===== config.mk =====
export PLATFORM = sky130hd
export DESIGN_NAME = regfile_wb_arbiter
export DESIGN_NICKNAME = d
export VERILOG_FILES = /design/src/rtl/regfile_wb_arbiter_pkg.sv /design/src/rtl/regfile_wb_arbiter_scoreboard.sv /design/src/rtl/regfile_wb_arbiter.sv
export SDC_FILE = /design/constraint.sdc
export NUM_CORES = 1
export LEC_CHECK = 0
export ABC_CLOCK_PERIOD_IN_PS = 4650
export CAP_MARGIN = 15
export CORE_ASPECT_RATIO = 0.75
export CORE_MARGIN = 2
export CORE_UTILIZATION = 32
export CTS_CLUSTER_DIAMETER = 40
export CTS_CLUSTER_SIZE = 10
export DETAILED_ROUTE_END_ITERATION = 10
export GPL_ROUTABILITY_DRIVEN = 0
export GPL_TIMING_DRIVEN = 0
export SLEW_MARGIN = 20
export SYNTH_ARGS = -nofsm -noshare
export SYNTH_HDL_FRONTEND = slang
export SYNTH_SLANG_ARGS = --single-unit

===== constraint.sdc =====
create_clock -name clk -period 4.65 [get_ports clk]
set_input_delay 0.93 -clock clk [delete_from_list [all_inputs] [get_ports clk]]
set_output_delay 0.93 -clock clk [all_outputs]
set_load 0.01 [all_outputs]

===== src/rtl/regfile_wb_arbiter_pkg.sv =====
// Shared register-file sizing and writeback port-select encoding.
// Pure definitions: no logic, no latency, no flow control.
package regfile_wb_arbiter_pkg;

  localparam int DEF_REGFILE_SIZE = 32;
  localparam int DEF_ADDR_W       = $clog2(DEF_REGFILE_SIZE);
  localparam int WB_VAL_W         = 32;

  // Round-robin pointer value names the port that wins the next contest
  typedef enum logic {
    PORT_ALU = 1'b0,
    PORT_MEM = 1'b1
  } port_e;

endpackage


===== src/rtl/regfile_wb_arbiter_scoreboard.sv =====
// Pending-write scoreboard: per-register busy bits, set by reservation, cleared after writeback.
// Set/clear/flush take effect on the next posedge; queries are combinational with no bypass.
module reg_scoreboard
  import regfile_wb_arbiter_pkg::*;
#(
  parameter int REGFILE_SIZE = DEF_REGFILE_SIZE,
  parameter int ADDR_W       = DEF_ADDR_W
) (
  input  logic              clk,
  input  logic              rst,
  input  logic              set_vld,
  input  logic [ADDR_W-1:0] set_idx,
  input  logic              clr_vld,
  input  logic [ADDR_W-1:0] clr_idx,
  input  logic              flush,
  input  logic [ADDR_W-1:0] q1_addr,
  input  logic [ADDR_W-1:0] q2_addr,
  output logic              q1_busy,
  output logic              q2_busy
);

  logic [REGFILE_SIZE-1:0] busy_q;
  logic [REGFILE_SIZE-1:0] busy_d;

  // Ordering gives the priority: a reservation beats both a clear and a flush
  always_comb begin
    busy_d = busy_q;
    if (clr_vld) busy_d[clr_idx] = 1'b0;
    if (flush)   busy_d = '0;
    if (set_vld) busy_d[set_idx] = 1'b1;
    busy_d[0] = 1'b0;
  end

  always_ff @(posedge clk or negedge rst) begin
    if (!rst) begin
      busy_q <= '0;
    end else begin
      busy_q <= busy_d;
    end
  end

  assign q1_busy = busy_q[q1_addr];
  assign q2_busy = busy_q[q2_addr];

endmodule


===== src/rtl/regfile_wb_arbiter.sv =====
// Two-port (ALU/load) writeback arbiter with round-robin on contention and a pending-write scoreboard.
// Latency 1 from accepted transfer to wb_we; never stalls a lone requester, loser of a contest waits.
module regfile_wb_arbiter
  import regfile_wb_arbiter_pkg::*;
#(
  parameter int REGFILE_SIZE = DEF_REGFILE_SIZE,
  parameter int ADDR_W       = DEF_ADDR_W
) (
  input  logic                clk,
  input  logic                rst,
  input  logic                a_valid,
  output logic                a_ready,
  input  logic [ADDR_W-1:0]   a_dest,
  input  logic [WB_VAL_W-1:0] a_val,
  input  logic                m_valid,
  output logic                m_ready,
  input  logic [ADDR_W-1:0]   m_dest,
  input  logic [WB_VAL_W-1:0] m_val,
  input  logic                rsv_valid,
  input  logic [ADDR_W-1:0]   rsv_dest,
  input  logic                flush,
  input  logic [ADDR_W-1:0]   q1_addr,
  input  logic [ADDR_W-1:0]   q2_addr,
  output logic                q1_busy,
  output logic                q2_busy,
  output logic                wb_we,
  output logic [ADDR_W-1:0]   wb_dest,
  output logic [WB_VAL_W-1:0] wb_val
);

  port_e               ptr_q;
  port_e               ptr_d;
  logic                grant_a;
  logic                grant_m;
  logic                xfer;
  logic [ADDR_W-1:0]   sel_dest;
  logic [WB_VAL_W-1:0] sel_val;

  always_ff @(posedge clk or negedge rst) begin
    if (!rst) begin
      ptr_q <= PORT_ALU;
    end else begin
      ptr_q <= ptr_d;
    end
  end

  // Pointer moves only on a contest, and always to the port that just lost
  always_comb begin
    grant_a = 1'b0;
    grant_m = 1'b0;
    ptr_d   = ptr_q;
    if (a_valid && m_valid) begin
      if (ptr_q == PORT_ALU) begin
        grant_a = 1'b1;
        ptr_d   = PORT_MEM;
      end else begin
        grant_m = 1'b1;
        ptr_d   = PORT_ALU;
      end
    end else begin
      grant_a = a_valid;
      grant_m = m_valid;
    end
  end

  assign a_ready  = rst & grant_a;
  assign m_ready  = rst & grant_m;
  assign xfer     = a_ready | m_ready;
  assign sel_dest = grant_m ? m_dest : a_dest;
  assign sel_val  = grant_m ? m_val  : a_val;

  // Writes to r0 are accepted but never reach the register file
  always_ff @(posedge clk or negedge rst) begin
    if (!rst) begin
      wb_we   <= 1'b0;
      wb_dest <= '0;
      wb_val  <= '0;
    end else begin
      wb_we <= xfer && (sel_dest != '0);
      if (xfer) begin
        wb_dest <= sel_dest;
        wb_val  <= sel_val;
      end
    end
  end

  reg_scoreboard #(
    .REGFILE_SIZE (REGFILE_SIZE),
    .ADDR_W       (ADDR_W)
  ) u_scoreboard (
    .clk     (clk),
    .rst     (rst),
    .set_vld (rsv_valid && (rsv_dest != '0)),
    .set_idx (rsv_dest),
    .clr_vld (wb_we),
    .clr_idx (wb_dest),
    .flush   (flush),
    .q1_addr (q1_addr),
    .q2_addr (q2_addr),
    .q1_busy (q1_busy),
    .q2_busy (q2_busy)
  );

endmodule


==> impl_metrics.yaml, run 1 <==
timing:
  hold_violations: 0
  relSlewSlack: 0.610
  setup_viol: 0
  finalCriticalPeriod_ns: 3.77
  skew_ns: 0.00393
  rsz0062_at_grt: "false"
  tightest_slew_ns: 0.584
  drv_slew: 0
  fmax_mhz: 266
  finalCritPeriodShare: 0.810
finish:
  antenna_cells: 0
  final_cell_mix: "clkdlybuf4s50_1 (131), o21ai_0 (85), dfrtp_1 (70), nand2_1 (57), mux2i_1 (55)"
  syn_to_final_growth_pct: 48.4
  nets: 646
  fin_util: 0.493
  final_common_cell: "clkdlybuf4s50_1"
  final_area_sq_mm: 0.00576
  drive_gt1_frac: 0.0685
  final_cells: 717
die:
  die_h_microns: 99.4
  core-area_sq_mm: 0.0117
  ios: 137
  die_area_sq_mm: 0.0130
  num_rows: 34
  die_x_microns: 131
  initial_core_util: 0.332
global_routing:
  grtUsageTotal: 0.192
  top_usage_layer: "met2"
  grt_pass1_wl_microns: 19600
  met1_usage: 0.260
  grt-ovfl-total: 0
  antenna_found_initial: 0
  gr-usage-met3: 0.0479
  grt_use_met2: 0.309
  grt_pass1_vias: 3636
  grt_max_degree: 44
routing:
  detail-route-antenna-nets: 0
  wl_per_cell_microns: 16.9
  drt-vias-per-instance: 5.03
  wl_microns: 12100
  drcViolationCount: 0
  vias: 3606
  drtPass1Iterations: 4
  drtIter0Drc: 221
pwr:
  ir_drop_mv: 0.192
  power_density_mw_per_mm2: 346
  p_leak_uw: 0.00245
synthesis:
  yosys.area_share.adder: 0
  synth_top_family_by_area: "simple AND/OR/NAND/NOR gates"
  syn_inst: 407
  yosys_warnings: 0
  yosys.area_share.simple: 0.197
  syn_nets: 502
  synth_edf_count: 0
  muxShareOfSynthArea: 0.177
  seq_area_frac_synth: 0.451
  synth.distinct_cells: 29
  ys_ff_latch: 70
  ys.flop_type: "dfrtp_1"
  synthXorXnorAreaFrac: 0.00226
  synth_compound_area_frac: 0.143
  netlist_area_sq_mm: 0.00388
  async_reset_ff_frac: 1.00
  syn_avg_cell_area_sq_um: 9.54
placed_design:
  placed_area_sq_mm: 0.00543
  io_buffers: 132
  dp.cells: 702
  dp_hpwl_microns: 9550
clock_network:
  cts_setup_buffers: 0
  cts.sinks: 70
  cts_max_path_buffers: 2
  cts_buffers: 9
  clkTransAtPathRegs_ns: 0.06
  cts_hold_buf: 0
  cts_resized: 0
  clock_latency_ns: 0.33
  htree_levels: 3
  root_buffer: "clkbuf_16"
  cts_tree: "built"
worst_hold_path:
  min_from: "wb_val[11]$_DFFE_PN0P_"
  hold_path_end: "wb_val[11]$_DFFE_PN0P_"
  whs_path_depth: 2
  hp-class: "register to register"
critical_path:
  worst_r2r_path_depth: 5
  crit_fanout: 10
  rr_endpoint: "u_scoreboard.busy_q[19]$_DFF_PN0_"
  end_kind: "output pin"
  crit_path_start_kind: "primary input"
  r2r_start: "wb_dest[4]$_DFFE_PN0P_"
  crit_required_ns: 3.72
  reg2reg_slack_ns: 3.08
  crit_type: "primary input to output pin"
  arrival_ns: 2.84
status:
  outcome: "finished clean"
run:
  maxCapViolCount: 0
==> Yosys cell counts, types with 2 or more instances <==
cell type | number | area, sq um
a211oi_1 | 3 | 22.5
nor2_1 | 8 | 30.0
and3b_1 | 2 | 17.5
a21oi_1 | 6 | 30.0
o21ai_0 | 85 | 425
nand4_1 | 2 | 12.5
inv_1 | 4 | 15.0
mux2i_1 | 55 | 551
or3b_2 | 3 | 26.3
nand3_1 | 12 | 60.1
mux4_2 | 6 | 135
o2111ai_1 | 2 | 17.5
nor3b_1 | 4 | 30.0
nand2b_1 | 4 | 25.0
nand3b_1 | 25 | 188
buf_2 | 12 | 60.1
nor3_1 | 3 | 15.0
o211ai_1 | 2 | 15.0
clkbuf_1 | 12 | 45.0
nand2_1 | 57 | 214
a22oi_1 | 4 | 30.0
dfrtp_1 | 70 | 1750
nor2b_1 | 20 | 125
==> critical path, cell delays in order <==
cell and delay, ns:
clkdlybuf4s50_1 0.53, buf_2 0.28, mux2i_1 0.12, a22oi_1 0.20, nand3_1 0.10, nand4_1 0.12
clkdlybuf4s50_1 0.55
==> per-stage QoR <==
stage	worst slack, ns	setup TNS, ns	hold WS (ns)	power (uW)
floorplan	1.74	0	0.467	944
global placement	-1.20	-29.36	0.466	1220
detailed placement	0.863	0	0.469	1230
CTS	0.855	0	0.481	2020
global route	0.747	0	0.502	2090
finish	0.885	0	0.471	1990
==> area by class of cell <==
cell class	count	area [sq um]
Sequential cell	70	1750
Clock buffer	9	225
Multi-Input combinational cell	309	2010
Timing Repair Buffer	133	1340
Clock inverter	6	111
Inverter	4	15.0
Fill cell	1089	5940
Buffer	24	105
Tap cell	162	203
==> where the power goes <==
| group | switching [uW] | internal [uW] |
|---|---|---|
| Combinational | 232 | 266 |
| Sequential | 44.9 | 675 |
| Clock | 254 | 520 |
==> kinds of logic after synthesis <==
| kind of cell | after synthesis |
|---|---|
| flip-flops | 70 |
| buffers and inverters | 28 |
| AO/OA/AOI/OAI | 104 |
| AND/OR/NAND/NOR | 143 |
| multiplexers | 61 |
| XOR/XNOR | 1 |
==> layer usage <==
metal	vias to the layer above	routed length, microns
met5	-	0
met4	0	175
met3	14	644
met2	96	5720
met1	1747	5610
li1	1749	-
==> worst max-delay path by stage <==
stage,startpoint,end,slack (ns),depth (start not counted)
after floorplan,q1_addr[0],q1_busy,1.74,5
final,q2_addr[2],q2_busy,0.88,7
after global routing,q2_addr[2],q2_busy,0.75,7
after global placement,rst,a_ready,-1.20,4
after detailed placement,q1_addr[2],q1_busy,0.86,7
after CTS,q1_addr[2],q1_busy,0.85,7
==> state kept, by name, summed over array words and instances, names as in the netlist <==
signal and flops:
wb_val 32, wb_we 1, u_scoreboard.busy_q 31, ptr_q 1, wb_dest 5
No activity file was read; power rests on OpenSTA's default activity.
==> run 2, diff against run 1 <==
Settings changed: ABC_CLOCK_PERIOD_IN_PS 4650 to 3000.
Clock period 4.65 ns to 3 ns, I/O delays scaled along.
==> impl_metrics.yaml, run 2 (synthesis gave the netlist of run 1 again) <==
pwr:
  combPwrFrac: 0.251
  swShare: 0.266
  power_frac_seq: 0.361
  p_leak_uw: 0.00247
  p_int_uw: 2270
  p_sw_uw: 820
  ir_drop_mv: 0.298
  power_density_mw_per_mm2: 534
  p_clk_frac: 0.388
finish:
  largest_reg_flops: 32
  final_cell_mix: "clkdlybuf4s50_1 (129), o21ai_0 (85), dfrtp_1 (70), nand2_1 (57), mux2i_1 (54)"
  reg.largest.list: "wb_val x32, u_scoreboard.busy_q x31, wb_dest x5"
  drive_gt1_frac: 0.0721
  syn_to_final_growth_pct: 48.9
  nets: 646
  antenna_cells: 0
  final_area_sq_mm: 0.00578
  final_common_cell: "clkdlybuf4s50_1"
  fillers: 1088
  max_flop_register: "wb_val"
routing:
  vias: 3584
  drt-vias-per-instance: 5.00
  drtIter0Drc: 198
  detail-route-antenna-nets: 0
  wl_per_cell_microns: 16.9
  drtPass1Iterations: 4
  drcViolationCount: 0
  wl_microns: 12100
critical_path:
  end_kind: "output pin"
  cpPeakStageDelay_ns: 0.53
  crit_top_cell: "clkdlybuf4s50_1"
  crit_path_start_kind: "primary input"
  crit_type: "primary input to output pin"
  crit_required_ns: 2.40
  cp_cell_sequence: "clkdlybuf4s50_1 > nor2b_1 > a22oi_1 > nand3_1 > nand4_1 > clkdlybuf4s50_1"
  arrival_ns: 2.26
  crit_fanout: 7
  cp.buffers_inverters: 2
  slowest_stage: "clkdlybuf4s50_1"
  cpLargestDelayFamily: "buffers and inverters"
clock_network:
  cts_buffers: 9
  clock_latency_ns: 0.33
  clkTransAtPathRegs_ns: 0.06
  htree_levels: 3
  cts_tree: "built"
  cts_hold_buf: 0
  cts.sinks: 70
  root_buffer: "clkbuf_16"
  cts_max_path_buffers: 2
  cts_setup_buffers: 0
die:
  die_area_sq_mm: 0.0130
  core-area_sq_mm: 0.0117
  num_rows: 34
  die_x_microns: 131
  initial_core_util: 0.332
  die_h_microns: 99.4
  ios: 137
timing:
  rsz0062_at_grt: "false"
  hold_violations: 0
  finalCritPeriodShare: 0.954
  drv_slew: 0
  relSlewSlack: 0.609
  fmax_mhz: 349
  fin_tns_setup_ns: 0
  setup_viol: 0
  setup_slack_ns: 0.138
  fin_hold_ws_ns: 0.196
  finalCriticalPeriod_ns: 2.86
  tightest_slew_ns: 0.586
  skew_ns: 0.00369
global_routing:
  grt-ovfl-total: 0
  grt_pass1_vias: 3640
  grt_pass1_wl_microns: 19700
  grt_max_degree: 44
  grtUsageTotal: 0.193
  antenna_found_initial: 0
status:
  outcome: "finished clean"
placed_design:
  dp_hpwl_microns: 9550
  placed_area_sq_mm: 0.00543
  dp_slack_ns: -0.127
  io_buffers: 132
run:
  maxCapViolCount: 0
worst_hold_path:
  hp-class: "primary input to async pin"
run 2: cell types whose count changed in the layout (fill, tap and decap cells not counted):
cell             previous run  this run
buf_2                      12         9
clkbuf_1                   12        11
buf_6                       0         2
mux2i_2                     0         1
clkdlybuf4s50_1           131       129
mux2i_1                    55        54
dlygate4sd2_1               0         1
clkbuf_4                    0         1
clkbuf_2                    0         1
dlymetal6s2s_1              0         1
run 2: final cells by class:
class / count / area [sq um] / area share
flip-flops and latches: 70 / 1750 / 0.303
multi-input cells: 309 / 2020 / 0.349
well taps: 162 / 203 / 0.0350
inverters: 4 / 15.0 / 0.00260
clock buffers: 9 / 225 / 0.0389
plain buffers: 24 / 121 / 0.0210
repair buffers: 133 / 1340 / 0.232
clock inverters: 6 / 111 / 0.0193
run 2: power by group through the flow:
stage          logic [uW]  clock network (uW)  registers [uW]
2_1_floorplan         300                   0            1160
3_3_place_gp          769                   0            1130
3_5_place_dp          781                   0            1130
4_1_cts               785                1230            1120
6_report              774                1200            1120
5_1_grt               841                1270            1130
run 2: final timing paths:
path                                                         end              startpoint  slack, ns  cells past startpoint
worst max-delay path                                     q1_busy              q1_addr[4]       0.14                      6
worst min-delay path                      wb_val[17]$_DFFE_PN0P_                     rst       0.20                      1
worst max register to register  u_scoreboard.busy_q[6]$_DFF_PN0_  wb_dest[2]$_DFFE_PN0P_       1.42                      5
worst min register to register            wb_val[11]$_DFFE_PN0P_  wb_val[11]$_DFFE_PN0P_       0.47                      2
max in group asynchronous       u_scoreboard.busy_q[9]$_DFF_PN0_                     rst       2.25                      2
min in group clk                          wb_val[11]$_DFFE_PN0P_  wb_val[11]$_DFFE_PN0P_       0.47                      2
run 2: metal layers:
metal  vias up  share of wire  global-route usage
met4         0          0.011              0.0585
met1      1733           0.46               0.261
met3        10          0.062              0.0479
li1       1746              -                   -
met5         -              0                   0
met2        95           0.47               0.309
run 2: through the flow:
step | util | total power (uW) | std cells
4_1_cts | 0.494 | 3130 | 717
6_report | 0.494 | 3090 | 717
3_5_place_dp | 0.464 | 1910 | 702
3_3_place_gp | 0.462 | 1900 | 701
2_1_floorplan | - | 1460 | 407
5_1_grt | 0.494 | 3240 | 717
run 2: timing repair:
action                                 in CTS  in global routing
setup endpoints to repair                   2                  3
endpoints found under the hold margin       0                  0
gates resized for setup                     6                  4
run 2: worst reg2reg max path: cells and delay by family, from the launching register on:
kind,cells,cell delay (ns)
buffers and inverters,1,0.36
AND/OR/NAND/NOR,3,0.64
AO/OA/AOI/OAI,1,0.10
flip-flops,1,0.34
==> run 3, diff against run 2 <==
Settings changed: CAP_MARGIN 15 to unset.
==> results of run 3 <==
Same layout as run 2: the final DEF is identical, and so are final timing and power.
